[config.mk]
export PLATFORM = sky130hd
export DESIGN_NAME = jpeg_block_sequencer
export DESIGN_NICKNAME = d
export VERILOG_FILES = /design/src/rtl/jpeg_block_sequencer.sv
export SDC_FILE = /design/constraint.sdc
export NUM_CORES = 1
export LEC_CHECK = 0
export ABC_AREA = 1
export CAP_MARGIN = 20
export CORE_AREA = 3 3 82 84
export DETAILED_ROUTE_END_ITERATION = 12
export DIE_AREA = 0 0 85 87
export GPL_TIMING_DRIVEN = 0
export MAX_ROUTING_LAYER = met4
export PLACE_DENSITY_LB_ADDON = 0.3
export SLEW_MARGIN = 0
export SYNTH_ARGS = -nofsm -noshare
export SYNTH_HDL_FRONTEND = slang
export SYNTH_SLANG_ARGS = --single-unit
export TNS_END_PERCENT = 20
[constraint.sdc]
create_clock -name clock -period 2.9 [get_ports clock]
set_clock_uncertainty 0.15 [all_clocks]
set_input_delay 0.58 -clock clock [delete_from_list [all_inputs] [get_ports clock]]
set_output_delay 0.58 -clock clock [all_outputs]
set_load 0.05 [all_outputs]
[src/rtl/jpeg_block_sequencer.sv]
// Block sequencer for the 8x8 zigzag/DC-difference buffer: fires the fill, waits out
// fill + zigzag latency, presents the block downstream, and tracks MCU order and restart markers.
module jpeg_block_sequencer #(
  parameter int unsigned FILL_CYCLES = 11,
  parameter int unsigned ZZ_LATENCY  = 2,
  parameter int unsigned Y_BLOCKS    = 4,
  parameter int unsigned MCU_CNT_W   = 16
) (
  input  logic                 clock,
  input  logic                 reset,
  input  logic                 frame_start,
  input  logic [MCU_CNT_W-1:0] restart_interval,
  input  logic                 blk_start_valid,
  output logic                 blk_start_ready,
  output logic                 input_enable,
  output logic                 out_valid,
  input  logic                 out_ready,
  output logic                 input_data_enable,
  output logic                 dc_pred_clear,
  output logic [1:0]           comp_id,
  output logic                 last_block_in_mcu,
  output logic [MCU_CNT_W-1:0] mcu_count,
  output logic                 restart_marker_req,
  input  logic                 restart_marker_ack,
  output logic                 busy
);

  localparam int unsigned WAIT_LAST = FILL_CYCLES + ZZ_LATENCY - 1;
  localparam int unsigned CNT_W     = $clog2(WAIT_LAST + 1) + 1;
  localparam int unsigned IDX_W     = $clog2(Y_BLOCKS + 2);

  typedef enum logic [1:0] {S_IDLE, S_FILL, S_PRESENT, S_RSTMK} state_t;

  state_t               state, state_d;
  logic [CNT_W-1:0]     cnt, cnt_d;
  logic [IDX_W-1:0]     blk_idx, blk_idx_d;
  logic [MCU_CNT_W-1:0] rst_cnt, rst_cnt_d;
  logic [MCU_CNT_W-1:0] mcu_cnt, mcu_cnt_d;
  logic [MCU_CNT_W-1:0] rst_cnt_inc;
  logic                 ie_d, ide_d, dcc_d, last_d;
  logic [1:0]           comp_d;
  logic                 ready_q, ie_q, ov_q, ide_q, dcc_q, last_q, req_q, busy_q;
  logic [1:0]           comp_q;

  assign rst_cnt_inc = rst_cnt + MCU_CNT_W'(1);

  always_comb begin
    state_d   = state;
    cnt_d     = cnt;
    blk_idx_d = blk_idx;
    rst_cnt_d = rst_cnt;
    mcu_cnt_d = mcu_cnt;
    ie_d      = 1'b0;
    ide_d     = 1'b0;
    dcc_d     = 1'b0;
    case (state)
      S_IDLE: begin
        if (frame_start) begin
          blk_idx_d = '0;
          rst_cnt_d = '0;
          mcu_cnt_d = '0;
          dcc_d     = 1'b1;
        end else if (blk_start_valid && ready_q) begin
          state_d = S_FILL;
          cnt_d   = '0;
          ie_d    = 1'b1;
        end
      end
      S_FILL: begin
        cnt_d = cnt + CNT_W'(1);
        if (cnt == CNT_W'(WAIT_LAST)) state_d = S_PRESENT;
      end
      S_PRESENT: begin
        if (out_ready) begin
          ide_d   = 1'b1;
          state_d = S_IDLE;
          if (blk_idx == IDX_W'(Y_BLOCKS + 1)) begin
            blk_idx_d = '0;
            mcu_cnt_d = mcu_cnt + MCU_CNT_W'(1);
            rst_cnt_d = rst_cnt_inc;
            if ((restart_interval != '0) && (rst_cnt_inc == restart_interval))
              state_d = S_RSTMK;
          end else begin
            blk_idx_d = blk_idx + IDX_W'(1);
          end
        end
      end
      S_RSTMK: begin
        if (restart_marker_ack) begin
          rst_cnt_d = '0;
          dcc_d     = 1'b1;
          state_d   = S_IDLE;
        end
      end
      default: state_d = S_IDLE;
    endcase
  end

  // Component tag follows the next block index so it is settled before FILL entry.
  always_comb begin
    comp_d = 2'd2;
    if (blk_idx_d < IDX_W'(Y_BLOCKS))       comp_d = 2'd0;
    else if (blk_idx_d == IDX_W'(Y_BLOCKS)) comp_d = 2'd1;
    last_d = (blk_idx_d == IDX_W'(Y_BLOCKS + 1));
  end

  always_ff @(posedge clock or posedge reset) begin
    if (reset) begin
      state   <= S_IDLE;
      cnt     <= '0;
      blk_idx <= '0;
      rst_cnt <= '0;
      mcu_cnt <= '0;
      ready_q <= 1'b1;
      ie_q    <= 1'b0;
      ov_q    <= 1'b0;
      ide_q   <= 1'b0;
      dcc_q   <= 1'b0;
      req_q   <= 1'b0;
      busy_q  <= 1'b0;
      comp_q  <= '0;
      last_q  <= 1'b0;
    end else begin
      state   <= state_d;
      cnt     <= cnt_d;
      blk_idx <= blk_idx_d;
      rst_cnt <= rst_cnt_d;
      mcu_cnt <= mcu_cnt_d;
      ready_q <= (state_d == S_IDLE);
      ie_q    <= ie_d;
      ov_q    <= (state_d == S_PRESENT);
      ide_q   <= ide_d;
      dcc_q   <= dcc_d;
      req_q   <= (state_d == S_RSTMK);
      busy_q  <= (state_d != S_IDLE);
      comp_q  <= comp_d;
      last_q  <= last_d;
    end
  end

  // frame_start takes priority over a handshake, so ready is withheld in that cycle.
  assign blk_start_ready    = ready_q & ~frame_start;
  assign input_enable       = ie_q;
  assign out_valid          = ov_q;
  assign input_data_enable  = ide_q;
  assign dc_pred_clear      = dcc_q;
  assign comp_id            = comp_q;
  assign last_block_in_mcu  = last_q;
  assign mcu_count          = mcu_cnt;
  assign restart_marker_req = req_q;
  assign busy               = busy_q;

endmodule
==> impl_metrics.toml, run 1 <==
[synthesis]
yosys_warnings = 0
synth.distinct_cells = 40
synth_common_cells = "nand2_1 (91), inv_1 (73), dfrtp_1 (51)"
avgSynthCellArea_um2 = 7.54
synth-main-ff-cell = "dfrtp_1"
synth.cell_area_um2 = 3300
ys_ff_latch = 52
yosys.area.top_type_share = 0.387
seq_area_frac_synth = 0.395
synth_most_common_cell = "nand2_1"
syn_inst = 437
synth.area.top_cells = "dfrtp_1 (39%), nand2_1 (10%), inv_1 (8.3%)"
async_flop_share = 1.00
synth_edf_count = 0
synth_area_leader_cell = "dfrtp_1"
synthesis.nets = 468

[final_layout]
nNetsFinal = 526
area_delta_synth_final_pct = 21.9
layout-drive-gt1-share = 0.101
fin_cells = 571
n_antenna_cell = 0

[setup_path]
critPathLaunch = "frame_start"
regToRegStartpoint = "state[0]"
reg2reg_slack_ns = 0.34
reg2reg_depth = 12
worstPathArrival_ns = 2.04
crit_path_end = "blk_start_ready"
path_max_fanout = 3
critPathKind = "primary input to output port"
end_kind = "output port"
crit_path_start_kind = "primary input"
crit_required_ns = 2.17
r2r_end = "mcu_count[10]"

[global_route]
grt_pass1_vias = 2918
overflow = 0
grt_max_degree = 39
grt_use_total = 0.217
use_met2 = 0.365
antenna_found_initial = 0
grtUsageMet1 = 0.271
top_usage_layer = "met2"
grt_use_met3 = 0.0360
grt_pass1_wl_mm = 12.8

[placed_design]
place.gp.congestion = 0.911
dpl.hpwl_mm = 5.67
place.port_buffers = 47
place_inst = 560

[route]
num_vias = 3017
drtPass1Iterations = 4
via_per_inst = 5.28
routedWlPerCell_um = 12.7
drt_iter0_drc = 193
drtAntennaViolNets = 0
totalWireLength_mm = 7.25
route.detailed.drc = 0

[timing]
slew_headroom = 0.655
fmax_mhz = 360
timing.final.max_slew_violations = 0
hold_violations = 0
setup_viol = 0
tightest_slew_ns = 0.515
fin_crit_sh = 0.957
rsz0062_at_grt = "false"
hold_slack_ns = 0.382
finalCriticalPeriod_ns = 2.77

[flow_run]
cap_violations = 0

[die]
die_y_um = 87
die_w_um = 85
start_util = 0.550
rows = 28
die-area_um2 = 7400
io_pins = 48
core_area_um2 = 5990

[cts]
clk_pin_slew_worst_paths_ns = 0.10
cts_tree = "built"
cts-root-buf = "clkbuf_8"
cts_setup_buffers = 0
ctsLongestPathBuffers = 2
htreeDepth = 2
clkSinkCount = 52
postCtsHoldBufs = 0
clkLatencyLatePin_ns = 0.30
cts_resized = 0
cts_buffers = 5

[power]
p_leak_nw = 1.91
p_per_area_nw_per_um2 = 477
ir_drop_mv = 0.459
finalPower_mw = 1.92

[worst_hold_path]
holdPathStages = 1
hp-class = "flop to flop"

[run_status]
outcome = "complete, no violations"
## layer usage
metal	vias up	wire length, um
met5	-	0
met1	1392	3270
li1	1537	-
met3	15	315
met2	73	3540
met4	0	123
## where the power goes
part           leakage (nW)  internal (mW)  switching [mW]
Clock                0.0583          0.260           0.251
Combinational          1.14          0.213           0.389
Sequential            0.717          0.776          0.0298
Total                  1.91           1.25           0.670
## stage by stage
step / TNS [ns] / utilization / instance area, um2 / setup WS [ns]
after floorplan: 0 / - / 3300 / 0.406
after global placement: -4.03 / 0.645 / 3860 / -0.0829
after detailed placement: 0 / 0.648 / 3880 / 0.0850
after CTS: 0 / 0.667 / 4000 / 0.123
after global routing: 0 / 0.671 / 4020 / 0.0402
final: 0 / 0.671 / 4020 / 0.125
## how the worst min path moves through the flow
stage                   from       endpoint  slack [ns]
2_1_floorplan     rst_cnt[0]     rst_cnt[0]        0.38
3_3_place_gp   mcu_count[14]  mcu_count[14]        0.35
3_5_place_dp   mcu_count[14]  mcu_count[14]        0.37
4_1_cts        mcu_count[14]  mcu_count[14]        0.38
5_1_grt                reset       state[0]        0.42
6_report       mcu_count[14]  mcu_count[14]        0.38
## cell usage in the layout, fill, tap and decap left out, types with 4 or more instances in the layout
master / instances
nor2_4: 4
inv_2: 6
inv_1: 72
nand4_1: 13
nor2_1: 36
ha_1: 9
nand2_1: 91
clkbuf_8: 5
dfrtp_1: 51
a21oi_1: 21
clkdlybuf4s50_1: 47
nor3_1: 10
nand2_2: 9
nand3_1: 47
nor2_2: 4
o21ai_0: 13
xor2_1: 5
o22ai_1: 15
buf_4: 4
## final cells by class
class,count,area (um2)
Buffer,3,16.3
Clock buffer,5,68.8
Clock inverter,3,47.5
Fill cell,520,1970
Inverter,79,297
Multi-Input combinational cell,303,1680
Sequential cell,52,1300
Tap cell,75,93.8
Timing Repair Buffer,51,513
## cell families after synthesis
| kind of cell | synth area share |
|---|---|
| AND/OR/NAND/NOR | 0.351 |
| flip-flops | 0.395 |
| AO/OA/AOI/OAI | 0.0991 |
| adder cells (fa/ha/maj) | 0.0342 |
| buffers and inverters | 0.0949 |
| XOR/XNOR | 0.0228 |
| multiplexers | 0.00304 |
## worst max-delay path, stage by stage
cell and delay, ns:
clkdlybuf4s50_1 0.47, nor2_1 0.17, clkdlybuf4s50_1 0.82
## state kept, by name, indices dropped and copies added, names as in the netlist, 2 cells and up
name,flops
comp_id,2
state,2
rst_cnt,16
cnt,5
mcu_count,16
blk_idx,3
(Power assumes the default switching activity.)
==> run 2, diff against run 1 <==
SLEW_MARGIN = unset   (was 0)
==> results of run 2 <==
No change in the layout: final DEF, timing and power equal those of run 1.
==> run 3, diff against run 2 <==
GPL_TIMING_DRIVEN = unset   (was 0)
==> run 3 against run 2 <==
- via count up 0.80%
- die area unchanged
- first-iteration DRC count down 25%
- non-clock buffer count down 4
- clock-buffer cell count up 2
- critical path depth up 13
- final cell count down 0.70%
- design area down 1.4%
- core utilization down 0.92 points
- maximum frequency up 8.0%
- sequential share of layout area up 0.45 points
- critical path type is now flop to flop
- largest power group unchanged
- highest routed layer unchanged
==> impl_metrics.toml, run 3 (synthesized netlist as in run 1, its figures left out) <==
[global_route]
grt_pass1_wl_mm = 13.0
grt_max_degree = 29
antenna_found_initial = 0
grt_pass1_vias = 3037
grt_use_total = 0.221
overflow = 0

[cts]
cts_buffers = 5
clkSinkCount = 52
htreeDepth = 2
cts-root-buf = "clkbuf_8"
clk_pin_slew_worst_paths_ns = 0.09
cts_tree = "built"
cts_setup_buffers = 0
ctsLongestPathBuffers = 2
clkLatencyLatePin_ns = 0.30

[final_layout]
nNetsFinal = 522
layout_commonest_cell = "nand2_1"
most-common-layout-cells = "nand2_1 (91), inv_1 (72), dfrtp_1 (51)"
fin_cells = 567
n_antenna_cell = 0
area_delta_synth_final_pct = 20.3
layout-drive-gt1-share = 0.0955

[timing]
finalCriticalPeriod_ns = 2.57
timing.final.max_slew_violations = 0
fin_crit_sh = 0.886
slew_headroom = 0.611
tns_ns = 0
hold_violations = 0
tightest_slew_ns = 0.583
setup_viol = 0
fmax_mhz = 389
rsz0062_at_grt = "false"

[flow_run]
cap_violations = 0

[power]
finalPower_mw = 1.80
ir_drop_mv = 0.411
p_per_area_nw_per_um2 = 453
p_leak_nw = 1.88

[die]
die_w_um = 85
core_area_um2 = 5990
io_pins = 48
rows = 28
die_y_um = 87
die-area_um2 = 7400
start_util = 0.550

[route]
routedWlPerCell_um = 12.9
drtAntennaViolNets = 0
totalWireLength_mm = 7.33
drtPass1Iterations = 4
route.detailed.drc = 0
drt_iter0_drc = 144
via_per_inst = 5.36
num_vias = 3041

[run_status]
outcome = "complete, no violations"

[placed_design]
dpl.hpwl_mm = 5.78
place_inst = 559
place.port_buffers = 47
place.gp.congestion = 0.862

[setup_path]
path_max_fanout = 10
critPathKind = "flop to flop"
crit_path_start_kind = "flop"
end_kind = "flop"
crit_required_ns = 2.94
worstPathArrival_ns = 2.61
regToRegStartpoint = "state[0]"
critPathLaunch = "state[0]"

[worst_hold_path]
hp-class = "flop to flop"
hold_path_startpoint = "mcu_count[14]"
## run 3: cell count changes in the layout (fill, tap and decap cells not counted)
cell,previous run,this run
buf_4,4,3
clkbuf_1,1,2
ha_2,0,1
buf_2,1,0
ha_1,9,8
clkinv_4,2,1
bufinv_16,1,0
clkdlybuf4s50_1,47,46
## run 3: layout make-up
cell class	count	area (um2)
clock buffers	7	76.3
clock inverters	1	8.76
fillers	504	2030
inverters	79	297
multi-input cells	303	1680
flip-flops and latches	52	1300
well taps	75	93.8
repair buffers	50	503
## run 3: power breakdown
part	internal [mW]	leakage (nW)	switching [mW]
clock	0.173	0.0424	0.233
combinational	0.199	1.12	0.385
sequential	0.776	0.717	0.0298
## run 3: critical path, cell delays in order, from the launching register on
cell and delay [ns]:
dfrtp_1 0.41, inv_1 0.13, ha_1 0.27, inv_2 0.16
nor2_2 0.09, nor2_4 0.11, nand2_2 0.10, nor2_8 0.20
nand3_4 0.11, nor2_4 0.12, nand3_2 0.09, nor2_2 0.13
nand3_2 0.10, nor2_2 0.11, nand3_1 0.07, nand2_1 0.06
nor2_1 0.04
## run 3: path summary, 6_finish.rpt
| check | endpoint | slack, ns | cells after the start |
|---|---|---|---|
| max in group asynchronous | dc_pred_clear | 1.58 | 3 |
| min in group asynchronous | state[0] | 0.48 | 2 |
| max | mcu_count[15] | 0.33 | 16 |
| min | mcu_count[14] | 0.39 | 1 |
| min reg2reg | mcu_count[14] | 0.39 | 1 |
| max reg2reg | mcu_count[15] | 0.33 | 16 |
## run 3: timing repair
action                                  in CTS  in global routing
resized for setup                            0                  1
hold buffers                                 0                  0
endpoints found under the setup margin       0                  3
## run 3: stage by stage
step           worst slack (ns)  utilization  hold slack, ns  cell area [um2]
2_1_floorplan             0.406            -           0.382             3300
3_3_place_gp              0.264        0.647           0.354             3880
3_5_place_dp              0.174        0.647           0.388             3880
4_1_cts                   0.233        0.661           0.403             3960
5_1_grt                  0.0936        0.662           0.447             3970
6_report                  0.331        0.662           0.393             3970
## run 3: per-layer routing
| layer | vias to the layer above | share of wire | track usage |
|---|---|---|---|
| li1 | 1532 | - | - |
| met1 | 1449 | 0.43 | 0.264 |
| met2 | 54 | 0.52 | 0.386 |
| met3 | 6 | 0.040 | 0.0388 |
| met4 | 0 | 0.0098 | 0.0590 |
| met5 | - | 0 | - |
